--- src/rtl/fir_pkg.sv ---
// Shared constants and helpers for the transposed-form FIR PE array.
//  FIR_DEFAULT_COEF : reset values of the first eight coefficients
//                     (taps beyond index 7 reset to zero)
//  FIR_MAX_TAPS     : largest supported number of taps
//  fir_acc_w()      : accumulator width that can hold the full unsigned
//                     sum of N products without overflow
package fir_pkg;

    localparam int FIR_MAX_TAPS = 32;

    localparam int FIR_DEFAULT_COEF [8] = '{4, 12, 25, 34, 34, 25, 12, 4};

    function automatic int fir_acc_w(input int x_w, input int c_w, input int n);
        return x_w + c_w + $clog2(n);
    endfunction

endpackage

--- src/rtl/fir_systolic_array_if.sv ---
// Stream, control and coefficient-write signals of fir_systolic_array.
//  master : sample source / coefficient writer / sink side
//           drives clr, in_valid, in_data, out_ready, coef_we, coef_addr,
//           coef_wdata; observes in_ready, out_valid, out_data, sat_flag
//  slave  : the filter itself (opposite directions)
interface fir_systolic_array_if #(
    parameter int X_W   = 4,
    parameter int C_W   = 6,
    parameter int OUT_W = 8,
    parameter int AW    = 3
);
    logic             clr;
    logic             in_valid;
    logic             in_ready;
    logic [X_W-1:0]   in_data;
    logic             out_valid;
    logic             out_ready;
    logic [OUT_W-1:0] out_data;
    logic             sat_flag;
    logic             coef_we;
    logic [AW-1:0]    coef_addr;
    logic [C_W-1:0]   coef_wdata;

    modport master (
        output clr, in_valid, in_data, out_ready, coef_we, coef_addr, coef_wdata,
        input  in_ready, out_valid, out_data, sat_flag
    );

    modport slave (
        input  clr, in_valid, in_data, out_ready, coef_we, coef_addr, coef_wdata,
        output in_ready, out_valid, out_data, sat_flag
    );
endinterface

--- src/rtl/fir_pe.sv ---
// One processing element of the transposed-form FIR chain.
//  clk, rst : clock and asynchronous active-high reset
//  clr      : synchronous clear of the partial-sum register
//  en       : advance strobe (one accepted sample)
//  x, c     : current sample and this tap's coefficient
//  acc_in   : partial sum from the next-higher tap (0 for the last tap)
//  sum      : combinational x*c + acc_in
//  acc_out  : registered partial sum handed to the next-lower tap
module fir_pe #(
    parameter int X_W   = 4,
    parameter int C_W   = 6,
    parameter int ACC_W = 13
) (
    input  logic             clk,
    input  logic             rst,
    input  logic             clr,
    input  logic             en,
    input  logic [X_W-1:0]   x,
    input  logic [C_W-1:0]   c,
    input  logic [ACC_W-1:0] acc_in,
    output logic [ACC_W-1:0] sum,
    output logic [ACC_W-1:0] acc_out
);
    logic [ACC_W-1:0] acc_q;

    assign sum     = ACC_W'(x) * ACC_W'(c) + acc_in;
    assign acc_out = acc_q;

    always_ff @(posedge clk or posedge rst) begin
        if (rst) begin
            acc_q <= '0;
        end else if (clr) begin
            acc_q <= '0;
        end else if (en) begin
            acc_q <= sum;
        end
    end
endmodule

--- src/rtl/fir_systolic_array.sv ---
// N-tap transposed-form FIR with writable coefficients, valid/ready on both
// sides, synchronous clear and shifted output.
//  clk, rst : clock, asynchronous active-high reset
//  bus      : fir_systolic_array_if.slave (stream in/out, clr, coef write)
// Optional build macro FIR_SAT_EN: clamp out_data to its maximum and raise
// sat_flag instead of wrapping; when undefined sat_flag is tied 0.
module fir_systolic_array
    import fir_pkg::*;
#(
    parameter int N_TAPS    = 8,
    parameter int X_W       = 4,
    parameter int C_W       = 6,
    parameter int OUT_W     = 8,
    parameter int OUT_SHIFT = 5,
    localparam int ACC_W    = fir_acc_w(X_W, C_W, N_TAPS),
    localparam int AW       = $clog2(N_TAPS)
) (
    input  logic                  clk,
    input  logic                  rst,
    fir_systolic_array_if.slave   bus
);
    logic [C_W-1:0]   coef_q [N_TAPS];
    logic [ACC_W-1:0] acc_chain [1:N_TAPS];
    logic [ACC_W-1:0] s_sum;
    logic [ACC_W-1:0] t_scaled;
    logic [OUT_W-1:0] out_data_d;
    logic [OUT_W-1:0] out_data_q;
    logic             out_valid_q;
    logic             in_ready_w;
    logic             fire;

    // Downstream can take a new result whenever the output register is empty
    // or being drained this cycle, so full throughput has no bubble.
    assign in_ready_w   = !out_valid_q || bus.out_ready;
    assign fire         = bus.in_valid && in_ready_w;
    assign bus.in_ready = in_ready_w;

    // Coefficient register file; a write landing on a fire edge is seen only
    // by later samples because the PEs sample coef_q before the edge.
    for (genvar gi = 0; gi < N_TAPS; gi++) begin : g_coef
        localparam logic [C_W-1:0] RST_VAL =
            (gi < 8) ? C_W'(FIR_DEFAULT_COEF[gi % 8]) : '0;
        always_ff @(posedge clk or posedge rst) begin
            if (rst) begin
                coef_q[gi] <= RST_VAL;
            end else if (bus.coef_we && bus.coef_addr == AW'(gi)) begin
                coef_q[gi] <= bus.coef_wdata;
            end
        end
    end

    assign acc_chain[N_TAPS] = '0;

    // Tap 0 contributes only its combinational sum; higher taps pass their
    // registered partial sums down the chain.
    for (genvar gi = 0; gi < N_TAPS; gi++) begin : g_pe
        if (gi == 0) begin : g_head
            logic [ACC_W-1:0] acc_unused;
            fir_pe #(.X_W(X_W), .C_W(C_W), .ACC_W(ACC_W)) u_pe (
                .clk    (clk),
                .rst    (rst),
                .clr    (bus.clr),
                .en     (fire),
                .x      (bus.in_data),
                .c      (coef_q[gi]),
                .acc_in (acc_chain[gi+1]),
                .sum    (s_sum),
                .acc_out(acc_unused)
            );
        end else begin : g_tail
            logic [ACC_W-1:0] sum_unused;
            fir_pe #(.X_W(X_W), .C_W(C_W), .ACC_W(ACC_W)) u_pe (
                .clk    (clk),
                .rst    (rst),
                .clr    (bus.clr),
                .en     (fire),
                .x      (bus.in_data),
                .c      (coef_q[gi]),
                .acc_in (acc_chain[gi+1]),
                .sum    (sum_unused),
                .acc_out(acc_chain[gi])
            );
        end
    end

    assign t_scaled = s_sum >> OUT_SHIFT;

`ifdef FIR_SAT_EN
    logic sat_d;
    logic sat_q;

    // Any set bit above the output width means the value does not fit.
    always_comb begin
        out_data_d = OUT_W'(t_scaled);
        sat_d      = 1'b0;
        if ((t_scaled >> OUT_W) != '0) begin
            out_data_d = '1;
            sat_d      = 1'b1;
        end
    end

    always_ff @(posedge clk or posedge rst) begin
        if (rst) begin
            sat_q <= 1'b0;
        end else if (!bus.clr && fire) begin
            sat_q <= sat_d;
        end
    end

    assign bus.sat_flag = sat_q;
`else
    assign out_data_d   = OUT_W'(t_scaled);
    assign bus.sat_flag = 1'b0;
`endif

    // Output register: clear wins over fire; a drained result with no new
    // sample empties the register but keeps the last data value.
    always_ff @(posedge clk or posedge rst) begin
        if (rst) begin
            out_valid_q <= 1'b0;
            out_data_q  <= '0;
        end else if (bus.clr) begin
            out_valid_q <= 1'b0;
        end else if (fire) begin
            out_valid_q <= 1'b1;
            out_data_q  <= out_data_d;
        end else if (bus.out_ready) begin
            out_valid_q <= 1'b0;
        end
    end

    assign bus.out_valid = out_valid_q;
    assign bus.out_data  = out_data_q;
endmodule
--- src/flat_wrapper.sv ---
// flat-port wrapper written by rule: the top's interface ports become plain ports
module fir_systolic_array_flat import fir_pkg::*;
#(
    parameter int N_TAPS    = 8,
    parameter int X_W       = 4,
    parameter int C_W       = 6,
    parameter int OUT_W     = 8,
    parameter int OUT_SHIFT = 5,
    localparam int ACC_W    = fir_acc_w(X_W, C_W, N_TAPS),
    localparam int AW       = $clog2(N_TAPS)
)
  (clk, rst, bus_clr, bus_in_valid, bus_in_data, bus_out_ready, bus_coef_we, bus_coef_addr, bus_coef_wdata, bus_in_ready, bus_out_valid, bus_out_data, bus_sat_flag);
  fir_systolic_array_if #(.X_W(X_W), .C_W(C_W), .OUT_W(OUT_W)) bus_i ();
  input  logic clk;
  input  logic rst;
  input wire logic [$bits(bus_i.clr)-1:0] bus_clr;
  input wire logic [$bits(bus_i.in_valid)-1:0] bus_in_valid;
  input wire logic [$bits(bus_i.in_data)-1:0] bus_in_data;
  input wire logic [$bits(bus_i.out_ready)-1:0] bus_out_ready;
  input wire logic [$bits(bus_i.coef_we)-1:0] bus_coef_we;
  input wire logic [$bits(bus_i.coef_addr)-1:0] bus_coef_addr;
  input wire logic [$bits(bus_i.coef_wdata)-1:0] bus_coef_wdata;
  output wire logic [$bits(bus_i.in_ready)-1:0] bus_in_ready;
  output wire logic [$bits(bus_i.out_valid)-1:0] bus_out_valid;
  output wire logic [$bits(bus_i.out_data)-1:0] bus_out_data;
  output wire logic [$bits(bus_i.sat_flag)-1:0] bus_sat_flag;
  assign bus_i.clr = bus_clr;
  assign bus_i.in_valid = bus_in_valid;
  assign bus_i.in_data = bus_in_data;
  assign bus_i.out_ready = bus_out_ready;
  assign bus_i.coef_we = bus_coef_we;
  assign bus_i.coef_addr = bus_coef_addr;
  assign bus_i.coef_wdata = bus_coef_wdata;
  assign bus_in_ready = bus_i.in_ready;
  assign bus_out_valid = bus_i.out_valid;
  assign bus_out_data = bus_i.out_data;
  assign bus_sat_flag = bus_i.sat_flag;
  fir_systolic_array #(.N_TAPS(N_TAPS), .X_W(X_W), .C_W(C_W), .OUT_W(OUT_W), .OUT_SHIFT(OUT_SHIFT)) u_core (.clk(clk), .rst(rst), .bus(bus_i));
endmodule
--- config.mk ---
export PLATFORM = sky130hd
export DESIGN_NAME = fir_systolic_array_flat
export DESIGN_NICKNAME = d
export VERILOG_FILES = /design/src/rtl/fir_pkg.sv /design/src/rtl/fir_systolic_array_if.sv /design/src/rtl/fir_pe.sv /design/src/rtl/fir_systolic_array.sv /design/src/flat_wrapper.sv
export SDC_FILE = /design/constraint.sdc
export NUM_CORES = 1
export LEC_CHECK = 0
export ABC_AREA = 1
export CORE_MARGIN = 1.5
export CORE_UTILIZATION = 60
export CTS_BUF_LIST = sky130_fd_sc_hd__clkbuf_4 sky130_fd_sc_hd__clkbuf_8
export DETAILED_ROUTE_END_ITERATION = 8
export PLACE_DENSITY = 0.76
export SYNTH_ARGS = -nofsm -noshare
export SYNTH_HDL_FRONTEND = slang
export SYNTH_SLANG_ARGS = --single-unit
--- constraint.sdc ---
create_clock -name clk -period 6.1 [get_ports clk]
set_input_delay 1.83 -clock clk [delete_from_list [all_inputs] [get_ports clk]]
set_output_delay 1.83 -clock clk [all_outputs]
set_load 0.02 [all_outputs]
==> results of run 1 <==
[power by group through the flow]
stage | Sequential (mW) | Clock [mW] | Combinational, mW
final | 1.31 | 0.799 | 2.80
after global routing | 1.34 | 0.858 | 3.25
after CTS | 1.31 | 0.819 | 2.81
after detailed placement | 1.33 | 0 | 2.77
after global placement | 1.32 | 0 | 2.68
after floorplan | 1.30 | 0 | 2.15
[logic make-up (layout without fill, tap and decap cells)]
group	count (synthesis)	in the layout
simple gates	704	704
buf+inv	581	609
compound gates	281	281
fa+ha+maj	263	263
flops	144	144
xor+xnor	7	7
other cells	1	2
[how the worst max path moves through the flow]
stage / from / to / cells after the start / slack [ns]
6_report: bus_in_data[1] / u_core.g_pe[6].g_tail.u_pe.acc_out[11]$_DFFE_PP0P_ / 18 / 0.96
5_1_grt: bus_in_data[1] / u_core.g_pe[2].g_tail.u_pe.acc_out[8]$_DFFE_PP0P_ / 16 / 0.72
4_1_cts: bus_in_data[1] / u_core.g_pe[6].g_tail.u_pe.acc_out[11]$_DFFE_PP0P_ / 18 / 0.98
3_5_place_dp: bus_in_data[1] / u_core.g_pe[6].g_tail.u_pe.acc_out[11]$_DFFE_PP0P_ / 18 / 0.49
3_3_place_gp: bus_in_data[1] / u_core.g_pe[6].g_tail.u_pe.acc_out[11]$_DFFE_PP0P_ / 18 / 0.56
2_1_floorplan: rst / u_core.bus.out_data[0]$_DFFE_PP0P_ / 1 / 0.43
[Yosys cell counts, drive strengths merged]
| cell type | count | area (µm²) |
|---|---|---|
| or2 | 1 | 6.26 |
| inv | 533 | 2000 |
| o22ai | 27 | 169 |
| nor2 | 92 | 345 |
| and2 | 1 | 6.26 |
| a211oi | 1 | 7.51 |
| xnor2 | 1 | 8.76 |
| nand3b | 2 | 15.0 |
| nor3 | 1 | 10.0 |
| nand2 | 503 | 1900 |
| dfstp | 16 | 420 |
| conb | 1 | 3.75 |
| a21boi | 7 | 52.6 |
| xor2 | 6 | 52.6 |
| a21oi | 84 | 424 |
| o21ai | 140 | 723 |
| clkbuf | 14 | 52.6 |
| fa | 112 | 2240 |
| ha | 151 | 1890 |
| nand3 | 77 | 385 |
| a22o | 12 | 105 |
| o21bai | 8 | 63.8 |
| a31oi | 1 | 6.26 |
| a32o | 1 | 10.0 |
| nand4 | 27 | 169 |
| dfrtp | 128 | 3200 |
| buf | 34 | 181 |
[flip-flops by register name (all words and copies together), names as in the netlist]
register / cells
u_core.g_pe.g_tail.u_pe.acc_out: 87
u_core.coef_q: 48
u_core.bus.out_data: 8
u_core.bus.out_valid: 1
[final cells by class]
type / instances / area, µm² / share of cell area (%)
Sequential cell: 144 / 3620 / 23.5
Clock inverter: 15 / 173 / 1.12
Antenna cell: 1 / 2.50 / 0.0162
Clock buffer: 17 / 234 / 1.51
Multi-Input combinational cell: 1256 / 8600 / 55.7
Inverter: 533 / 2010 / 13.0
Tap cell: 319 / 399 / 2.58
Timing Repair Buffer: 44 / 410 / 2.66
[per-layer routing]
| layer | track usage [%] | vias to the layer above |
|---|---|---|
| met3 | 3.07 | 39 |
| met2 | 49.3 | 262 |
| li1 | - | 6059 |
| met5 | 0 | - |
| met4 | 7.92 | 0 |
| met1 | 36.9 | 5873 |
[metrics by stage]
stage          hold slack [ns]  cell area [µm²]  utilization [%]  cells
2_1_floorplan            0.456            14400                -   1981
4_1_cts                  0.496            15400             65.6   2328
6_report                 0.490            15400             65.6   2329
5_1_grt                  0.506            15400             65.6   2328
3_3_place_gp             0.464            15000             63.9   2296
3_5_place_dp             0.471            15000             63.9   2296
[worst max-delay path: stages]
cell,delay [ns]
clkdlybuf4s50_1,0.50
buf_12,0.26
nand2_1,0.08
inv_1,0.09
fa_1,0.42
fa_1,0.54
inv_1,0.05
fa_1,0.52
inv_1,0.04
ha_1,0.36
a21oi_1,0.19
nand2_1,0.12
nand3_1,0.09
nand3_1,0.08
nand2_1,0.09
nand2_1,0.05
nand2_1,0.05
o21ai_0,0.08
==> results.sh, run 1 <==
export IMPL_status="completed"
export IMPL_cts_sinks=144
export IMPL_rsz0062_at_grt="no"
export IMPL_tightest_slew_ns=0.807
export IMPL_cts_setup_buffers=0
export IMPL_ir_drop_uv=230
export IMPL_synthesis_area_um2=14400
export IMPL_slew_violations=0
export IMPL_crit_arrival_ns=5.46
export IMPL_root_buffer="clkbuf_8"
export IMPL_nets=2278
export IMPL_die_w_um=158
export IMPL_setup_viol=0
export IMPL_mostFrequentLayoutCells="inv_1 (531), nand2_1 (500), ha_1 (151), dfrtp_1 (128), fa_1 (112)"
export IMPL_relSlewSlack_pct=46.2
export IMPL_synth_seq_cells=144
export IMPL_die_h_um=158
export IMPL_cts_reportedPaths_clkPinSlew_ns=0.09
export IMPL_r2r_end="u_core.g_pe[6].g_tail.u_pe.acc_out[11]$_DFFE_PP0P_"
export IMPL_ctsHoldBuffers=0
export IMPL_io_pins=30
export IMPL_grt_usage_pct=28.2
export IMPL_holdCritStartpoint="u_core.bus.out_data[7]$_DFFE_PP0P_"
export IMPL_dp_hpwl_mm=24.6
export IMPL_syn2layout_area_growth_pct=6.90
export IMPL_grt_overflow_total=0
export IMPL_avgViaCountPerCell=5.25
export IMPL_tns_ns=0
export IMPL_fillerInstances=2152
export IMPL_synth_simple_area_share_pct=19.6
export IMPL_fmax_ghz=0.194
export IMPL_crit_type="in2reg"
export IMPL_drtPass1Iterations=5
export IMPL_hold_end="u_core.bus.out_data[7]$_DFFE_PP0P_"
export IMPL_met3_wirelength_mm=1.30
export IMPL_p_leak_nw=9.31
export IMPL_synth_compound_area_share_pct=10.8
export IMPL_cts_buffer_depth=2
export IMPL_wl_met1_mm=14.8
export IMPL_p_clk_share_pct=16.3
export IMPL_met2WireLength_mm=16.0
export IMPL_row_count=56
export IMPL_coreArea_um2=23500
export IMPL_dp_slack_ns=0.492
export IMPL_crit_required_ns=6.42
export IMPL_syn_area_per_cell_um2=7.29
export IMPL_switching_share_pct=47.9
export IMPL_worst_setup_path_end_kind="register"
export IMPL_grt_max_degree=76
export IMPL_drc=0
export IMPL_reg2reg_from="u_core.coef_q[8]$_DFFE_PP1P_"
export IMPL_hold_path_class="reg2reg"
export IMPL_synth_fp_nets=2263
export IMPL_cts_made_buffers=17
export IMPL_setup_slack_ns=0.957
export IMPL_finalCritPeriodShare_pct=84.3
export IMPL_grt_pass1_vias=12100
export IMPL_ant_nets=0
export IMPL_cts_resized=0
export IMPL_hold_viol=0
export IMPL_synth_top_family_by_area="adder cells"
export IMPL_post_drt_wl_per_cell_um=14.0
export IMPL_final_common_cell="inv_1"
export IMPL_comb_power_share_pct=56.9
export IMPL_globalplace_congestion=0.881
export IMPL_synth_distinct_cells=36
export IMPL_skew_ns=0.0145
export IMPL_start_util_pct=61.4
export IMPL_regToRegSetupSlack_ns=2.50
export IMPL_cts_tree="yes"
export IMPL_drt_iter0_markers=888
export IMPL_synth_warning_count=0
export IMPL_cp_max_fo=48
export IMPL_drive_above_1_share_pct=4.13
export IMPL_power_density_nw_per_um2=318
export IMPL_finalCriticalPeriod_ns=5.14
export IMPL_clk_latency_ns=0.46
export IMPL_synth_xor_area_share_pct=0.424
export IMPL_port_buffers=28
export IMPL_p_sw_mw=2.35
export IMPL_synth_fa_ha_area_share_pct=28.6
export IMPL_p_total_mw=4.91
export IMPL_cap_violations=0
export IMPL_synthMuxAreaShare_pct=0
export IMPL_seq_area_frac_synth_pct=25.1
export IMPL_synthesis_instances=1981
export IMPL_antenna_found_initial=1
export IMPL_internal_power_mw=2.56
export IMPL_grt_pass1_wl_mm=55.7
export IMPL_dr_max_layer_used="met4"
export IMPL_die_area_um2=25000
export IMPL_cts_htree_levels=4
export IMPL_route_vias_total=12200
export IMPL_critPathLaunchType="primary input"
export IMPL_r2r_cells=16
export IMPL_hold_path_cell_count=2
export IMPL_power_frac_seq_pct=26.8
export IMPL_wirelength_mm=32.7
No activity file was read; power rests on OpenSTA's default activity.
==> run 2, diff against run 1 <==
==> constraint.sdc (replaced) <==
create_clock -name clk -period 4.8 [get_ports clk]
set_input_delay 1.44 -clock clk [delete_from_list [all_inputs] [get_ports clk]]
set_output_delay 1.44 -clock clk [all_outputs]
set_load 0.02 [all_outputs]
==> results.sh, run 2 (synthesized netlist as in run 1, its figures left out) <==
export IMPL_power_density_nw_per_um2=425
export IMPL_fin_area_um2=15900
export IMPL_cts_sinks=144
export IMPL_grt_pass1_vias=12400
export IMPL_p_total_mw=6.76
export IMPL_cts_buffer_depth=2
export IMPL_grt_usage_pct=29.6
export IMPL_crit_type="in2reg"
export IMPL_p_leak_nw=9.59
export IMPL_start_util_pct=61.4
export IMPL_multi_input_area_um2=8610
export IMPL_antenna_found_initial=0
export IMPL_drive_above_1_share_pct=6.83
export IMPL_ir_drop_uv=376
export IMPL_die_area_um2=25000
export IMPL_cts_tree="yes"
export IMPL_dp_cells=2351
export IMPL_skew_ns=0.0204
export IMPL_grt_pass1_wl_mm=58.3
export IMPL_cts_htree_levels=4
export IMPL_die_h_um=158
export IMPL_drc=0
export IMPL_crit_arrival_ns=4.78
export IMPL_tns_ns=0
export IMPL_final_common_cell="inv_1"
export IMPL_nets=2334
export IMPL_final_cells=2384
export IMPL_finalCritPeriodShare_pct=92.4
export IMPL_route_vias_total=12500
export IMPL_p_sw_mw=3.13
export IMPL_critPathLaunch="bus_in_data[1]"
export IMPL_crit_path_end="u_core.g_pe[2].g_tail.u_pe.acc_out[8]$_DFFE_PP0P_"
export IMPL_p_clk_share_pct=14.2
export IMPL_port_buffers=28
export IMPL_crit_required_ns=5.15
export IMPL_reg2reg_from="u_core.coef_q[33]$_DFFE_PP1P_"
export IMPL_critPathLaunchType="primary input"
export IMPL_worst_setup_path_end_kind="register"
export IMPL_row_count=56
export IMPL_ant_nets=0
export IMPL_switching_share_pct=46.3
export IMPL_finalCriticalPeriod_ns=4.43
export IMPL_fmax_ghz=0.226
export IMPL_die_w_um=158
export IMPL_cp_max_fo=16
export IMPL_slew_violations=0
export IMPL_grt_overflow_total=0
export IMPL_cap_violations=0
export IMPL_status="completed"
export IMPL_setup_viol=0
export IMPL_io_pins=30
export IMPL_globalplace_congestion=0.882
export IMPL_tightest_slew_ns=0.842
export IMPL_cts_setup_buffers=0
export IMPL_post_drt_wl_per_cell_um=14.3
export IMPL_comb_power_share_pct=61.0
export IMPL_hold_path_class="reg2reg"
export IMPL_power_frac_seq_pct=24.8
export IMPL_final_util_pct=67.6
export IMPL_hold_viol=0
export IMPL_grt_max_degree=145
export IMPL_wirelength_mm=34.1
export IMPL_root_buffer="clkbuf_8"
export IMPL_regToRegSetupSlack_ns=1.26
export IMPL_dpl_cell_area_um2=15500
export IMPL_area_sequential_um2=3620
export IMPL_fillerInstances=2052
export IMPL_r2r_end="u_core.g_pe[2].g_tail.u_pe.acc_out[8]$_DFFE_PP0P_"
export IMPL_hold_slack_ns=0.485
export IMPL_internal_power_mw=3.63
export IMPL_clk_latency_ns=0.48
export IMPL_setup_slack_ns=0.366
export IMPL_antenna_cells=0
export IMPL_dp_hpwl_mm=25.5
export IMPL_relSlewSlack_pct=43.9
export IMPL_coreArea_um2=23500
export IMPL_rsz0062_at_grt="no"
export IMPL_mostFrequentLayoutCells="inv_1 (531), nand2_1 (500), ha_1 (151), dfrtp_1 (128), fa_1 (112)"
export IMPL_largest_reg_flops=87
export IMPL_cts_made_buffers=17
export IMPL_dp_slack_ns=-0.365
export IMPL_syn2layout_area_growth_pct=10.1
export IMPL_r2r_cells=14
export IMPL_avgViaCountPerCell=5.23
export IMPL_cts_reportedPaths_clkPinSlew_ns=0.10
export IMPL_drt_iter0_markers=823
export IMPL_drtPass1Iterations=5
==> run 2: power groups by stage <==
| stage | registers [mW] | clock network [mW] | logic (mW) |
|---|---|---|---|
| final | 1.68 | 0.960 | 4.12 |
| after global routing | 1.71 | 1.02 | 4.75 |
| after CTS | 1.67 | 0.975 | 4.11 |
| after detailed placement | 1.69 | 0 | 4.07 |
| after global placement | 1.69 | 0 | 3.96 |
| after floorplan | 1.66 | 0 | 2.73 |
==> run 2: how the worst min path moves through the flow <==
stage	from	to	slack, ns	cells after the start
finish	u_core.bus.out_data[7]$_DFFE_PP0P_	u_core.bus.out_data[7]$_DFFE_PP0P_	0.49	2
global route	u_core.bus.out_data[5]$_DFFE_PP0P_	u_core.bus.out_data[5]$_DFFE_PP0P_	0.52	2
CTS	u_core.bus.out_data[7]$_DFFE_PP0P_	u_core.bus.out_data[7]$_DFFE_PP0P_	0.49	2
detailed placement	u_core.bus.out_data[7]$_DFFE_PP0P_	u_core.bus.out_data[7]$_DFFE_PP0P_	0.46	2
global placement	u_core.bus.out_data[7]$_DFFE_PP0P_	u_core.bus.out_data[7]$_DFFE_PP0P_	0.46	2
floorplan	u_core.g_pe[1].g_tail.u_pe.acc_out[10]$_DFFE_PP0P_	u_core.g_pe[1].g_tail.u_pe.acc_out[10]$_DFFE_PP0P_	0.46	2
==> run 2: area by class of cell <==
| class | instances | share of cell area [%] |
|---|---|---|
| tap | 319 | 2.51 |
| inverter | 533 | 12.6 |
| multi-input combinational | 1256 | 54.1 |
| clock inverter | 14 | 0.826 |
| sequential | 144 | 22.8 |
| clock buffer | 18 | 1.56 |
| timing repair buffer | 100 | 5.58 |
==> run 2: worst max-delay path, stage by stage <==
cell            delay, ns
dlymetal6s2s_1       0.22
buf_12               0.20
nand2_1              0.07
inv_1                0.06
fa_1                 0.49
fa_1                 0.54
inv_1                0.05
fa_1                 0.48
inv_1                0.05
ha_1                 0.33
a21oi_1              0.29
nor2_1               0.10
nor2_1               0.15
nand2_1              0.07
o21ai_0              0.14
o22ai_1              0.09
==> run 2: metal layers <==
metal	vias to the layer above	wire [µm]	GRT usage [%]
met1	5963	15100	39.2
li1	6162	-	-
met3	46	1680	3.91
met5	-	0	0
met2	291	16600	51.3
met4	0	711	7.39
==> run 2: repair_timing <==
| item | 4_1_cts | 5_1_grt |
|---|---|---|
| resized for setup | 0 | 5 |
| hold buffers | 0 | 0 |
| setup endpoints to repair | 0 | 16 |
==> run 3, diff against run 2 <==
--- a/config.mk
+++ b/config.mk
@@ -10,7 +10,7 @@
 export CORE_UTILIZATION = 60
 export CTS_BUF_LIST = sky130_fd_sc_hd__clkbuf_4 sky130_fd_sc_hd__clkbuf_8
 export DETAILED_ROUTE_END_ITERATION = 8
-export PLACE_DENSITY = 0.76
+export PLACE_DENSITY = 0.79
 export SYNTH_ARGS = -nofsm -noshare
 export SYNTH_HDL_FRONTEND = slang
 export SYNTH_SLANG_ARGS = --single-unit
==> constraint.sdc (replaced) <==
create_clock -name clk -period 4 [get_ports clk]
set_input_delay 1.2 -clock clk [delete_from_list [all_inputs] [get_ports clk]]
set_output_delay 1.2 -clock clk [all_outputs]
set_load 0.02 [all_outputs]
==> results.sh, run 3 (synthesized netlist as in run 1, its figures left out) <==
export IMPL_tns_ns=0
export IMPL_internal_power_mw=5.04
export IMPL_r2r_cells=15
export IMPL_cap_violations=0
export IMPL_dp_hpwl_mm=26.6
export IMPL_antenna_cells=0
export IMPL_start_util_pct=61.4
export IMPL_nets=2396
export IMPL_tightest_slew_ns=0.655
export IMPL_final_cells=2446
export IMPL_globalplace_congestion=0.907
export IMPL_grt_overflow_total=0
export IMPL_clk_latency_ns=0.48
export IMPL_cts_htree_levels=4
export IMPL_root_buffer="clkbuf_8"
export IMPL_p_sw_mw=4.18
export IMPL_cts_buffer_depth=2
export IMPL_die_h_um=158
export IMPL_post_drt_wl_per_cell_um=15.2
export IMPL_syn2layout_area_growth_pct=17.8
export IMPL_row_count=56
export IMPL_relSlewSlack_pct=56.1
export IMPL_final_common_cell="inv_1"
export IMPL_power_density_nw_per_um2=542
export IMPL_drt_iter0_markers=1155
export IMPL_cp_max_fo=9
export IMPL_avgViaCountPerCell=5.32
export IMPL_switching_share_pct=45.3
export IMPL_route_vias_total=13000
export IMPL_ctsHoldBuffers=0
export IMPL_skew_ns=0.0154
export IMPL_cts_made_buffers=17
export IMPL_grt_usage_pct=30.8
export IMPL_die_area_um2=25000
export IMPL_crit_type="in2reg"
export IMPL_fmax_ghz=0.258
export IMPL_finalCritPeriodShare_pct=97.1
export IMPL_dp_cells=2403
export IMPL_die_w_um=158
export IMPL_cts_tree="yes"
export IMPL_io_pins=30
export IMPL_grt_max_degree=68
export IMPL_setup_viol=0
export IMPL_drtPass1Iterations=6
export IMPL_comb_power_share_pct=63.8
export IMPL_cts_sinks=144
export IMPL_crit_arrival_ns=4.28
export IMPL_wirelength_mm=37.3
export IMPL_crit_required_ns=4.40
export IMPL_finalCriticalPeriod_ns=3.88
export IMPL_port_buffers=28
export IMPL_coreArea_um2=23500
export IMPL_worst_setup_path_end_kind="register"
export IMPL_hold_path_cell_count=2
export IMPL_p_total_mw=9.23
export IMPL_drc=0
export IMPL_grt_pass1_vias=12900
export IMPL_slew_violations=0
export IMPL_ir_drop_uv=391
export IMPL_hold_path_class="reg2reg"
export IMPL_dpl_cell_area_um2=16200
export IMPL_p_leak_nw=9.99
export IMPL_ant_nets=0
export IMPL_cts_reportedPaths_clkPinSlew_ns=0.10
export IMPL_antenna_found_initial=0
export IMPL_status="completed"
export IMPL_p_clk_share_pct=14.3
export IMPL_largest_reg_flops=87
export IMPL_mostFrequentLayoutCells="inv_1 (527), nand2_1 (485), ha_1 (131), dfrtp_1 (128), buf_4 (122)"
export IMPL_fin_area_um2=17000
export IMPL_power_frac_seq_pct=21.9
export IMPL_grt_pass1_wl_mm=60.5
export IMPL_drive_above_1_share_pct=13.3
export IMPL_hold_viol=0
export IMPL_critPathLaunchType="primary input"
-- run 3: cell types whose count changed in the layout (fill, tap and decap cells not counted), moves of 6 or more --
cell / previous run / this run
nand2_2: 3 / 17
nor2_2: 0 / 11
o21ai_0: 107 / 95
a21oi_2: 3 / 15
ha_4: 0 / 20
a21oi_1: 81 / 66
ha_1: 151 / 131
o21ai_2: 5 / 11
buf_4: 66 / 122
nor2_1: 91 / 80
nand2_1: 500 / 485
-- run 3: metal layers --
metal / wire length (µm) / track usage (%) / vias up
li1: - / - / 6292
met1: 15500 / 39.2 / 6222
met2: 18300 / 52.9 / 413
met3: 2430 / 5.06 / 83
met4: 1010 / 10.9 / 0
met5: 0 / 0 / -
-- run 3: layout make-up --
type	instances	area [µm²]
Clock buffer	20	269
Clock inverter	12	171
Fill cell	1826	6520
Inverter	533	2000
Multi-Input combinational cell	1256	9070
Sequential cell	144	3620
Tap cell	319	399
Timing Repair Buffer	162	1480
-- run 3: power by group through the flow --
stage,Clock [mW],Combinational (mW),Sequential [mW]
floorplan,0,3.65,1.99
global placement,0,5.24,2.02
detailed placement,0,5.42,2.04
CTS,1.33,5.51,2.01
global route,1.40,6.63,2.05
finish,1.32,5.88,2.02
-- run 3: worst max-delay path: stages --
cell and delay [ns]:
buf_4 0.16, clkbuf_16 0.18, nand2_1 0.07, inv_1 0.06
fa_2 0.47, fa_1 0.54, inv_2 0.04, fa_1 0.51
inv_2 0.05, ha_4 0.30, a21oi_4 0.07, buf_4 0.13
o21ai_2 0.07, nand4_1 0.13, nand3_1 0.11, nand2_1 0.05
o21ai_1 0.14
-- run 3: stage by stage --
stage                     setup slack, ns  util [%]  hold slack (ns)
after floorplan                  0.000678         -            0.456
after global placement             -0.735      68.6            0.462
after detailed placement           -0.810      68.6            0.467
after CTS                         0.00810      70.8            0.493
after global routing              -0.0367      72.3            0.534
final                               0.117      72.3            0.491
-- run 3: repair_timing --
action,4_1_cts,5_1_grt
buffers inserted,0,5
setup endpoints to repair,60,52
gates cloned,2,4
resized for setup,8,66
pin swaps,1,19
-- run 3: final timing paths --
kind / start / end / slack (ns)
worst max-delay path: bus_in_data[1] / u_core.g_pe[4].g_tail.u_pe.acc_out[9]$_DFFE_PP0P_ / 0.12
worst max register to register: u_core.coef_q[9]$_DFFE_PP1P_ / u_core.g_pe[6].g_tail.u_pe.acc_out[7]$_DFFE_PP0P_ / 0.59
worst min register to register: u_core.bus.out_data[6]$_DFFE_PP0P_ / u_core.bus.out_data[6]$_DFFE_PP0P_ / 0.49
worst min-delay path: u_core.bus.out_data[6]$_DFFE_PP0P_ / u_core.bus.out_data[6]$_DFFE_PP0P_ / 0.49
min in group asynchronous: rst / u_core.g_pe[5].g_tail.u_pe.acc_out[11]$_DFFE_PP0P_ / 1.12
max in group asynchronous: rst / u_core.coef_q[44]$_DFFE_PP1P_ / 2.12
